### config.mk
export PLATFORM = sky130hd
export DESIGN_NAME = rv32i_alu_decode
export DESIGN_NICKNAME = d
export VERILOG_FILES = /design/src/rtl/rv32i_alu_decode.sv
export SDC_FILE = /design/constraint.sdc
export NUM_CORES = 1
export LEC_CHECK = 0
export ABC_AREA = 1
export BUFFER_PORTS_ARGS = -buffer_cell sky130_fd_sc_hd__buf_2
export CORE_UTILIZATION = 39
export CTS_BUF_LIST = sky130_fd_sc_hd__clkbuf_16
export DETAILED_ROUTE_END_ITERATION = 10
export HOLD_SLACK_MARGIN = 0.06
export SLEW_MARGIN = 20
export SYNTH_ARGS = -nofsm -noshare
export SYNTH_HDL_FRONTEND = slang
export SYNTH_SLANG_ARGS = --single-unit
### constraint.sdc
create_clock -name clk -period 6.55 [get_ports clk]
set_input_delay 1.6375 -clock clk [delete_from_list [all_inputs] [get_ports clk]]
set_output_delay 1.6375 -clock clk [all_outputs]
set_load 0.02 [all_outputs]
### src/rtl/rv32i_alu_decode.sv
// RV32I ALU decode stage with a 2-entry skid buffer on the output.
// Define RV32I_DEC_ILLEGAL_EN to flag illegal bundles and freeze on them.
module rv32i_alu_decode (
  input  logic        clk,
  input  logic        rst,
  input  logic        in_valid,
  output logic        in_ready,
  input  logic [31:0] in_inst,
  output logic        out_valid,
  input  logic        out_ready,
  output logic [4:0]  ALU_Ctrl,
  output logic [31:0] Imm,
  output logic [4:0]  rs1,
  output logic [4:0]  rs2,
  output logic [4:0]  rd,
  output logic        illegal
);

`ifdef RV32I_DEC_ILLEGAL_EN
  localparam logic ILL_EN = 1'b1;
`else
  localparam logic ILL_EN = 1'b0;
`endif

  typedef struct packed {
    logic [4:0]  ctrl;
    logic [31:0] imm;
    logic [4:0]  rs1;
    logic [4:0]  rs2;
    logic [4:0]  rd;
    logic        bad;
  } bun_t;

  typedef enum logic [1:0] {
    EMPTY,
    ONE,
    TWO
  } state_t;

  state_t      state;
  bun_t        out_q;
  bun_t        skid_q;
  bun_t        dec;
  logic [6:0]  op;
  logic [2:0]  f3;
  logic [6:0]  f7;
  logic        f7z;
  logic        f7a;
  logic        is_r;
  logic        is_i;
  logic [4:0]  c;
  logic [1:0]  ik;
  logic        bad;
  logic [31:0] imm;
  logic        hold;
  logic        acc;
  logic        drn;

  assign op   = in_inst[6:0];
  assign f3   = in_inst[14:12];
  assign f7   = in_inst[31:25];
  assign f7z  = f7 == 7'b0000000;
  assign f7a  = f7 == 7'b0100000;
  assign is_r = op == 7'b0110011;
  assign is_i = op == 7'b0010011;

  // ik: 0 no immediate, 1 sign-extended imm12, 2 zero-extended shamt
  always_comb begin
    c  = 5'd0;
    ik = 2'd0;
    unique case (1'b1)
      is_r: begin
        unique case (f3)
          3'd0: c = f7z ? 5'd1 : (f7a ? 5'd9 : 5'd0);
          3'd1: c = f7z ? 5'd17 : 5'd0;
          3'd2: c = f7z ? 5'd10 : 5'd0;
          3'd3: c = f7z ? 5'd12 : 5'd0;
          3'd4: c = f7z ? 5'd5 : 5'd0;
          3'd5: c = f7z ? 5'd18 : (f7a ? 5'd19 : 5'd0);
          3'd6: c = f7z ? 5'd3 : 5'd0;
          3'd7: c = f7z ? 5'd7 : 5'd0;
        endcase
      end
      is_i: begin
        ik = 2'd1;
        unique case (f3)
          3'd0: c = 5'd2;
          3'd1: begin
            c  = f7z ? 5'd14 : 5'd0;
            ik = 2'd2;
          end
          3'd2: c = 5'd11;
          3'd3: c = 5'd13;
          3'd4: c = 5'd6;
          3'd5: begin
            c  = f7z ? 5'd15 : (f7a ? 5'd16 : 5'd0);
            ik = 2'd2;
          end
          3'd6: c = 5'd4;
          3'd7: c = 5'd8;
        endcase
      end
      default: c = 5'd0;
    endcase
  end

  assign bad = c == 5'd0;

  always_comb begin
    imm = 32'd0;
    if (!bad) begin
      unique case (ik)
        2'd1:    imm = {{20{in_inst[31]}}, in_inst[31:20]};
        2'd2:    imm = {27'd0, in_inst[24:20]};
        default: imm = 32'd0;
      endcase
    end
  end

  assign dec = '{
    ctrl: c,
    imm:  imm,
    rs1:  in_inst[19:15],
    rs2:  in_inst[24:20],
    rd:   in_inst[11:7],
    bad:  bad & ILL_EN
  };

  // An illegal bundle at the head stalls both sides until reset.
  assign hold      = out_valid & out_q.bad;
  assign out_valid = state != EMPTY;
  assign in_ready  = (state != TWO) & ~hold;
  assign acc       = in_valid & in_ready;
  assign drn       = out_valid & out_ready & ~hold;

  always_ff @(posedge clk or posedge rst) begin
    if (rst) begin
      state  <= EMPTY;
      out_q  <= '0;
      skid_q <= '0;
    end else begin
      case (state)
        EMPTY: begin
          if (acc) begin
            out_q <= dec;
            state <= ONE;
          end
        end
        ONE: begin
          if (acc && !drn) begin
            skid_q <= dec;
            state  <= TWO;
          end else if (drn && !acc) begin
            state <= EMPTY;
          end else if (acc) begin
            out_q <= dec;
          end
        end
        TWO: begin
          if (drn) begin
            out_q <= skid_q;
            state <= ONE;
          end
        end
        default: state <= EMPTY;
      endcase
    end
  end

  assign ALU_Ctrl = out_q.ctrl;
  assign Imm      = out_q.imm;
  assign rs1      = out_q.rs1;
  assign rs2      = out_q.rs2;
  assign rd       = out_q.rd;
  assign illegal  = out_q.bad;

endmodule
==> results.sh, run 1 <==
export IMPL_dpl_hpwl_um=5201
export IMPL_critPathMaxStageDelay_ns=0.74
export IMPL_finalCritPeriodShare=0.5402
export IMPL_slew_violations=0
export IMPL_leakage_nw=2.364
export IMPL_ys_seq_area_frac=0.4701
export IMPL_status="finished clean"
export IMPL_core_um2=8721
export IMPL_synthMuxAreaShare=0
export IMPL_drc=0
export IMPL_cts_hold_buffers=0
export IMPL_setup_violations=0
export IMPL_synth_simple_area_share=0.2945
export IMPL_path_max_fanout=51
export IMPL_clock_latency_ns=0.34
export IMPL_crit_required_ns=6.74
export IMPL_num_rows=34
export IMPL_fp_dieH_um=96.92
export IMPL_crit_path_top_delay_cell="inv_1"
export IMPL_synth_area_top_cells="dfrtp_1 (47%), nand2_1 (18%), nor2_1 (5.8%)"
export IMPL_synth_flop_cell="dfrtp_1"
export IMPL_synth_top_family_by_area="simple AND/OR/NAND/NOR gates"
export IMPL_cts_made_buffers=9
export IMPL_yosys_area_top_type="dfrtp_1"
export IMPL_yosys_register_bits=66
export IMPL_synthesis_area_um2=3513
export IMPL_tightest_slew_ns=0.9379
export IMPL_place_port_buffers=89
export IMPL_grt_ovfl_total=0
export IMPL_syn_to_final_growth_pct=18.66
export IMPL_cp_arrival_ns=3.73
export IMPL_antenna_found_initial=0
export IMPL_die_area_um2=9393
export IMPL_place_congestion=0.8219
export IMPL_rrSetupSlack_ns=3.53
export IMPL_synthArstFlopShare=1.000
export IMPL_synth_warnings=0
export IMPL_ir_drop_mv=0.1672
export IMPL_tns_ns=0
export IMPL_synth_edff_count=0
export IMPL_clock_sinks=66
export IMPL_yosysTopAreaCellShare=0.4701
export IMPL_crit_top_cell="inv_1"
export IMPL_relSlewSlack=0.3740
export IMPL_cts_max_path_buffers=2
export IMPL_drv_cap=0
export IMPL_die_w_um=96.92
export IMPL_worst_hold_path_type="reg -> reg"
export IMPL_synthAdderAreaFrac=0.007123
export IMPL_drt_first_pass_iters=4
export IMPL_synthTopCellsByCount="nand2_1 (165), dfrtp_1 (66), nor2_1 (54)"
export IMPL_p_per_area_nw_per_um2=456.7
export IMPL_routed_via_density=4.721
export IMPL_cts_setup_buffers=0
export IMPL_cts_tree="yes"
export IMPL_nets=566
export IMPL_grt_pass1_wl_um=13710
export IMPL_syn_inst=467
export IMPL_clk_pin_slew_ns=0.06
export IMPL_grt_pass1_vias=2900
export IMPL_total_power_mw=1.904
export IMPL_startpoint_type="primary input"
export IMPL_track_usage=0.1812
export IMPL_finalHoldViolations=0
export IMPL_final_core_util=0.4780
export IMPL_diodes=0
export IMPL_synth_fp_nets=505
export IMPL_num_vias=3026
export IMPL_drive_above_1_share=0.2552
export IMPL_fin_skew_ns=0.006683
export IMPL_grt_max_degree=67
export IMPL_worstSetupPathType="in -> reg"
export IMPL_end_kind="flip-flop"
export IMPL_postSynthAreaPerCell_um2=7.523
export IMPL_cts_htree_levels=3
export IMPL_root_buffer="clkbuf_16"
export IMPL_first_iter_violations=137
export IMPL_cts_resized=0
export IMPL_rsz0062_at_grt="no"
export IMPL_ys_types=25
export IMPL_synth_compound_area_share=0.1108
export IMPL_initial_core_util=0.4029
export IMPL_synthXorXnorAreaFrac=0
export IMPL_fmax_ghz=0.2826
export IMPL_wirelength_um=7843
export IMPL_worstPathCellList="buf_2 -> inv_1 -> nor2_1 -> ha_1 -> nand3_2 -> inv_1 -> o21ai_0"
export IMPL_finalCriticalPeriod_ns=3.538
export IMPL_yosysMostFrequentCell="nand2_1"
export IMPL_wl_per_cell_um=12.24
export IMPL_antenna_left=0
export IMPL_top_level_ports=91
placed cells by master, fill, tap and decap left out, types with 2 or more instances in the layout:
cell       instances
a21oi_2            2
ha_1               2
buf_4              2
nand3_2            4
inv_6              2
o21ai_1            4
clkbuf_16          9
nand2_1          165
clkinv_4           2
nand3_1            6
nand2_2           11
o21a_1             2
inv_2              5
nor2_4             4
dfrtp_1           66
buf_2             89
nor2_1            54
o211ai_1           8
inv_1             38
a21oi_1            8
a31oi_1           15
o21ai_0           27
power breakdown:
part	internal, mW	switching, mW	total, mW
clock	0.298	0.192	0.490
sequential	0.552	0.0932	0.646
combinational	0.235	0.534	0.769
total	1.09	0.819	1.90
worst max-delay path, delay by kind of cell:
family | cells | cell delay (ns)
AO/OA/AOI/OAI | 1 | 0.14
buffers and inverters | 3 | 0.88
AND/OR/NAND/NOR | 2 | 0.87
adder cells (fa/ha/maj) | 1 | 0.21
final timing paths:
kind,startpoint,to,cells past startpoint
max,in_valid,skid_q[50],7
min,skid_q[14],skid_q[14],2
max reg2reg,state[0],Imm[30],8
min reg2reg,skid_q[14],skid_q[14],2
max in group asynchronous,rst,skid_q[16],3
min in group asynchronous,rst,skid_q[21],3
per-layer routing:
metal / up-vias / track usage / part of all wire
met4: 0 / 0.04478 / 0.010
met2: 83 / 0.2947 / 0.46
met1: 1374 / 0.2370 / 0.48
met5: - / 0 / 0
li1: 1558 / - / -
met3: 11 / 0.05347 / 0.044
cells by family after synthesis:
logic type               count (synthesis)
flip-flops                              66
buffers and inverters                   84
other                                    1
AO/OA/AOI/OAI                           67
AND/OR/NAND/NOR                        247
adder cells (fa/ha/maj)                  2
stage by stage:
| stage | hold WS [ns] | std cells | setup slack, ns | area [um^2] |
|---|---|---|---|---|
| 6_report | 0.4763 | 641 | 3.012 | 4169 |
| 5_1_grt | 0.5003 | 641 | 2.674 | 4169 |
| 4_1_cts | 0.4819 | 641 | 2.971 | 4169 |
| 3_5_place_dp | 0.4652 | 625 | 2.629 | 3866 |
| 3_3_place_gp | 0.4614 | 625 | 2.612 | 3866 |
| 2_1_floorplan | 0.4492 | 467 | 3.258 | 3513 |
flip-flops by register name (all words and copies together) (netlist names):
name,flops
Imm,12
ALU_Ctrl,5
rd,5
rs1,5
skid_q,32
state,2
rs2,5
layout make-up:
type	instances	area, um^2
timing repair buffer	91	460.4
clock buffer	9	225.2
fill	878	4552
tap	108	135.1
multi-input combinational	317	1458
sequential	66	1652
inverter	43	161.4
clock inverter	7	77.57
No activity file was read; power rests on OpenSTA's default activity.
==> run 2: changes to the inputs <==
==> constraint.sdc (replaced) <==
create_clock -name clk -period 3.44 [get_ports clk]
set_input_delay 0.86 -clock clk [delete_from_list [all_inputs] [get_ports clk]]
set_output_delay 0.86 -clock clk [all_outputs]
set_load 0.02 [all_outputs]
==> run 2 against run 1 <==
  * Sequential power is 90% higher
  * Via count is 0.36% higher
  * Clock power grew 88%
  * Register-to-register slack got worse by 2.4 ns
  * Critical path depth shrank 2
  * Final area up 0.84%
  * Clock-buffer cell count stayed put
  * Sequential cell count unchanged
  * Largest cell class unchanged
  * Wire length grew 1.5%
  * Utilization is 0.40 points higher
==> results.sh, run 2 (synthesis results as in run 1) <==
export IMPL_cts_htree_levels=3
export IMPL_fin_skew_ns=0.004649
export IMPL_setup_violations=0
export IMPL_cp_arrival_ns=1.54
export IMPL_finalCriticalPeriod_ns=2.402
export IMPL_dpl_hpwl_um=5317
export IMPL_status="finished clean"
export IMPL_syn_to_final_growth_pct=19.66
export IMPL_diodes=0
export IMPL_grt_max_degree=67
export IMPL_cp_endpoint="in_ready"
export IMPL_drv_cap=0
export IMPL_crit_required_ns=2.58
export IMPL_cts_resized=0
export IMPL_worst_hold_path_type="reg -> reg"
export IMPL_root_buffer="clkbuf_16"
export IMPL_cts_tree="yes"
export IMPL_seq_power_share=0.337
export IMPL_antenna_left=0
export IMPL_initial_core_util=0.4029
export IMPL_track_usage=0.1785
export IMPL_final_cell_count_no_fill=644
export IMPL_core_um2=8721
export IMPL_rsz0062_at_grt="no"
export IMPL_top_register="skid_q"
export IMPL_final_common_cell="nand2_1"
export IMPL_cts_max_path_buffers=2
export IMPL_cts_made_buffers=9
export IMPL_wl_per_cell_um=12.36
export IMPL_num_rows=34
export IMPL_fp_dieH_um=96.92
export IMPL_drc=0
export IMPL_swShare=0.4290
export IMPL_clock_latency_ns=0.32
export IMPL_ir_drop_mv=0.3944
export IMPL_p_per_area_nw_per_um2=867.9
export IMPL_final_core_util=0.4821
export IMPL_leakage_nw=2.383
export IMPL_final_cell_mix="nand2_1 (165), buf_2 (89), dfrtp_1 (66), nor2_1 (54), inv_1 (38)"
export IMPL_largest_register_ffs=32
export IMPL_slew_violations=0
export IMPL_routed_via_density=4.716
export IMPL_path_max_fanout=26
export IMPL_grt_ovfl_total=0
export IMPL_cts_hold_buffers=0
export IMPL_total_power_mw=3.649
export IMPL_die_area_um2=9393
export IMPL_timing_hold_ws_ns=0.4773
export IMPL_internal_power_mw=2.084
export IMPL_grt_pass1_wl_um=13660
export IMPL_place_congestion=0.8037
export IMPL_tightest_slew_ns=0.6697
export IMPL_wirelength_um=7958
export IMPL_drt_first_pass_iters=4
export IMPL_fmax_ghz=0.4164
export IMPL_n_fill_cell=849
export IMPL_finalHoldViolations=0
export IMPL_nets=569
export IMPL_clock_sinks=66
export IMPL_relSlewSlack=0.5529
export IMPL_pwr_share_comb=0.410
export IMPL_r2r_start="state[1]"
export IMPL_switchingPower_mw=1.565
export IMPL_num_vias=3037
export IMPL_clk_pin_slew_ns=0.06
export IMPL_reg2reg_to="skid_q[51]"
export IMPL_top_level_ports=91
export IMPL_place_port_buffers=89
export IMPL_die_w_um=96.92
export IMPL_crit_start="state[1]"
export IMPL_startpoint_type="flip-flop"
export IMPL_grt_pass1_vias=2855
export IMPL_finalCritPeriodShare=0.6981
export IMPL_antenna_found_initial=0
export IMPL_p_clk_frac=0.253
export IMPL_rrSetupSlack_ns=1.13
export IMPL_tns_ns=0
export IMPL_worstSetupPathType="reg -> out"
export IMPL_end_kind="output port"
export IMPL_cts_setup_buffers=0
export IMPL_drive_above_1_share=0.2593
export IMPL_rr_worst_depth=7
export IMPL_first_iter_violations=208
export IMPL_place_inst=628
==> run 2: worst min path at each step <==
stage | startpoint | to | slack, ns | cells past startpoint
2_1_floorplan | skid_q[11] | skid_q[11] | 0.45 | 2
3_3_place_gp | skid_q[2] | skid_q[2] | 0.46 | 2
3_5_place_dp | Imm[2] | Imm[2] | 0.46 | 2
4_1_cts | skid_q[4] | skid_q[4] | 0.48 | 2
5_1_grt | ALU_Ctrl[2] | ALU_Ctrl[2] | 0.50 | 2
6_report | skid_q[4] | skid_q[4] | 0.48 | 2
==> run 2: layer usage <==
metal | up-vias | track usage | part of all wire
li1 | 1561 | - | -
met1 | 1398 | 0.2344 | 0.49
met2 | 71 | 0.2958 | 0.46
met3 | 7 | 0.04552 | 0.042
met4 | 0 | 0.04133 | 0.0072
met5 | - | 0 | 0
==> run 2: worst max-delay path, stage by stage (launching register included) <==
cell and delay, ns:
dfrtp_1 0.39, inv_1 0.12, nor2_4 0.11, buf_4 0.29, inv_1 0.11, buf_2 0.17
==> run 2: final cells by class <==
type                       count  area, um^2  share of cell area
clock buffer                   9       225.2             0.05357
clock inverter                 7       77.57             0.01845
inverter                      43       161.4             0.03839
multi-input combinational    317        1458              0.3467
sequential                    66        1652              0.3929
tap                          108       135.1             0.03214
timing repair buffer          94       495.5              0.1179
==> run 2: per-stage QoR <==
step	setup WS (ns)	cell area, um^2
2_1_floorplan	0.9252	3513
3_3_place_gp	0.7965	3901
3_5_place_dp	0.7308	3901
4_1_cts	1.033	4204
5_1_grt	0.8365	4204
6_report	1.038	4204
==> run 2: power groups by stage <==
stage / combinational (mW) / clock (mW) / sequential [mW]
2_1_floorplan: 0.963 / 0 / 1.43
3_3_place_gp: 1.49 / 0 / 1.23
3_5_place_dp: 1.51 / 0 / 1.24
4_1_cts: 1.52 / 0.941 / 1.24
5_1_grt: 1.66 / 0.973 / 1.27
6_report: 1.50 / 0.922 / 1.23
==> run 3: changes to the inputs <==
--- a/config.mk
+++ b/config.mk
@@ -5,7 +5,7 @@
 export SDC_FILE = /design/constraint.sdc
 export NUM_CORES = 1
 export LEC_CHECK = 0
-export ABC_AREA = 1
+export ABC_AREA = 0
 export BUFFER_PORTS_ARGS = -buffer_cell sky130_fd_sc_hd__buf_2
 export CORE_UTILIZATION = 39
 export CTS_BUF_LIST = sky130_fd_sc_hd__clkbuf_16
==> constraint.sdc (replaced) <==
create_clock -name clk -period 2.16 [get_ports clk]
set_input_delay 0.54 -clock clk [delete_from_list [all_inputs] [get_ports clk]]
set_output_delay 0.54 -clock clk [all_outputs]
set_load 0.02 [all_outputs]
==> run 3 against run 2 <==
  * Critical path depth grew 3
  * Total power rose by 38%
  * Clock skew rose by 0.0015 ns
  * Wire length shrank 4.1%
  * Sequential share of layout area is 1.1 points lower
  * Worst setup slack got worse by 0.95 ns
  * Via count shrank 12%
  * Synthesized cell count fell by 33%
  * Critical path type is now reg -> reg
  * Largest power group is now sequential cells
  * Highest routed layer unchanged
==> results.sh, run 3 <==
export IMPL_cts_max_path_buffers=2
export IMPL_grt_max_degree=67
export IMPL_critPathMaxStageDelay_ns=0.42
export IMPL_top_register="skid_q"
export IMPL_reg2reg_to="Imm[4]"
export IMPL_rrSetupSlack_ns=0.09
export IMPL_yosysTopAreaCellShare=0.5015
export IMPL_crit_path_top_delay_cell="dfrtp_1"
export IMPL_final_cell_mix="buf_2 (89), dfrtp_1 (66), nand2_1 (36), o21ai_0 (28), buf_4 (22)"
export IMPL_wirelength_um=7635
export IMPL_worstPathCellList="or2_4 -> nand2_2 -> inv_1 -> ha_1 -> o21ai_4 -> buf_6 -> a32oi_4 -> a221o_1"
export IMPL_worstSetupPathType="reg -> reg"
export IMPL_drt_first_pass_iters=4
export IMPL_antenna_left=0
export IMPL_relSlewSlack=0.6697
export IMPL_end_kind="flip-flop"
export IMPL_status="finished clean"
export IMPL_num_vias=2677
export IMPL_synthArstFlopShare=1.000
export IMPL_syn_inst=313
export IMPL_finalHoldViolations=0
export IMPL_fmax_ghz=0.4834
export IMPL_synth_edff_count=0
export IMPL_worst_hold_path_type="in -> async"
export IMPL_rsz0062_at_grt="yes"
export IMPL_largest_register_ffs=32
export IMPL_ys_types=48
export IMPL_wl_per_cell_um=15.03
export IMPL_cp_arrival_ns=2.28
export IMPL_nets=436
export IMPL_num_rows=33
export IMPL_synthTopCellsByCount="dfrtp_1 (66), nand2_1 (38), o21ai_0 (32)"
export IMPL_antenna_found_initial=0
export IMPL_cp_endpoint="Imm[4]"
export IMPL_synth_fp_nets=351
export IMPL_root_buffer="clkbuf_16"
export IMPL_synthesis_area_um2=3293
export IMPL_synth_warnings=0
export IMPL_initial_core_util=0.4028
export IMPL_wl_met2_um=3568
export IMPL_die_w_um=93.89
export IMPL_yosysMostFrequentCell="dfrtp_1"
export IMPL_top_level_ports=91
export IMPL_finalCritPeriodShare=0.9578
export IMPL_cts_htree_levels=3
export IMPL_dp_slack_ns=-0.1249
export IMPL_cts_tree="yes"
export IMPL_fin_skew_ns=0.006161
export IMPL_grt_ovfl_total=0
export IMPL_slew_violations=0
export IMPL_place_inst=489
export IMPL_met3RoutedLength_um=451
export IMPL_cts_made_buffers=9
export IMPL_leakage_nw=2.100
export IMPL_place_port_buffers=89
export IMPL_clock_latency_ns=0.33
export IMPL_syn_to_final_growth_pct=31.38
export IMPL_clk_pin_slew_ns=0.06
export IMPL_diodes=0
export IMPL_dpl_hpwl_um=5059
export IMPL_wl_met1_um=3524
export IMPL_die_area_um2=8815
export IMPL_finalCriticalPeriod_ns=2.069
export IMPL_final_common_cell="buf_2"
export IMPL_setup_ws_ns=0.09116
export IMPL_final_cell_count_no_fill=508
export IMPL_yosys_register_bits=66
export IMPL_drive_above_1_share=0.4144
export IMPL_crit_required_ns=2.37
export IMPL_yosys_area_top_type="dfrtp_1"
export IMPL_top_layer="met4"
export IMPL_drv_cap=0
export IMPL_p_per_area_nw_per_um2=1166
export IMPL_drc=0
export IMPL_tns_ns=0
export IMPL_ys_seq_area_frac=0.5015
export IMPL_crit_start="state[1]"
export IMPL_path_max_fanout=6
export IMPL_core_um2=8175
export IMPL_ir_drop_mv=0.7889
export IMPL_track_usage=0.1857
export IMPL_tightest_slew_ns=0.4922
export IMPL_setup_violations=0
export IMPL_startpoint_type="flip-flop"
export IMPL_r2r_start="state[1]"
export IMPL_rr_worst_depth=8
export IMPL_fp_dieH_um=93.89
export IMPL_synth_flop_cell="dfrtp_1"
export IMPL_synth_area_top_cells="dfrtp_1 (50%), mux2i_1 (5.2%), mux2_2 (5.1%)"
export IMPL_grt_pass1_vias=2563
export IMPL_postSynthAreaPerCell_um2=10.52
export IMPL_first_iter_violations=114
export IMPL_routed_via_density=5.270
export IMPL_clock_sinks=66
export IMPL_grt_pass1_wl_um=12580
export IMPL_place_congestion=0.7533
-- run 3: changes by cell type after synthesis, moves of 7 or more --
cell	before	now
nor2_1	54	9
a22o_1	0	11
nand2_2	11	0
a32oi_1	0	9
mux2_2	0	15
inv_1	39	5
nand2_1	165	38
o211ai_1	8	1
mux2i_1	0	17
a31oi_1	15	0
-- run 3: how the worst min path moves through the flow --
stage	start	endpoint	slack, ns	cells past startpoint
3_5_place_dp	Imm[9]	Imm[9]	0.47	2
4_1_cts	rst	rs1[4]	0.31	3
3_3_place_gp	rd[0]	rd[0]	0.46	2
2_1_floorplan	skid_q[49]	skid_q[49]	0.44	2
5_1_grt	rst	rd[4]	0.32	3
6_report	rst	rs1[4]	0.29	3
-- run 3: area by class of cell --
cell class              count  area (um^2)
multi-input cells         200         1504
inverters                   6        31.28
clock inverters             7        118.9
well taps                 105        131.4
flip-flops and latches     66         1652
repair buffers            115        664.4
fillers                   751         3849
clock buffers               9        225.2
-- run 3: power breakdown --
part | internal, mW | switching (mW) | leakage [nW]
Sequential | 1.55 | 0.173 | 0.860
Combinational | 0.708 | 0.943 | 1.07
Clock | 1.13 | 0.543 | 0.167
Total | 3.39 | 1.66 | 2.10
-- run 3: worst max-delay path: cells and delay by family, from the launching register on --
| family | cells | cell delay, ns |
|---|---|---|
| fa+ha+maj | 1 | 0.19 |
| buf+inv | 2 | 0.20 |
| compound gates | 3 | 0.78 |
| simple gates | 2 | 0.35 |
| flops | 1 | 0.42 |
-- run 3: metal layers --
metal,track usage,vias to the layer above
li1,-,1289
met1,0.2523,1292
met2,0.2877,88
met3,0.04693,8
met4,0.06282,0
met5,0,-
-- run 3: timing repair --
action                     CTS  global route
resized for setup            1            15
cloned                       1             1
setup buffers                0             1
setup endpoints to repair   15            22
pin swaps                    1             7
hold buffers                 0             0
-- run 3: logic make-up (layout without fill, tap and decap cells) --
family | after synthesis | after routing | share of synthesized area
DFF | 66 | 66 | 0.5015
buffers and inverters | 49 | 137 | 0.08055
muxes | 32 | 32 | 0.1030
AOI/OAI and AO/OA | 79 | 81 | 0.1634
and+or+nand+nor | 82 | 82 | 0.1372
xor gates and xnor gates | 1 | 1 | 0.002660
adders and majority gates | 3 | 3 | 0.01064
other | 1 | 1 | 0.001139
-- run 3: stage by stage --
| step | cell area, um^2 | utilization | power, mW | hold WS, ns |
|---|---|---|---|---|
| after floorplan | 3363 | - | 2.763 | 0.4425 |
| after detailed placement | 3876 | 0.4741 | 3.259 | 0.4654 |
| after CTS | 4244 | 0.5191 | 4.983 | 0.3121 |
| final | 4327 | 0.5292 | 5.047 | 0.2873 |
| after global routing | 4327 | 0.5292 | 5.329 | 0.3223 |
| after global placement | 3876 | 0.4741 | 3.213 | 0.4588 |
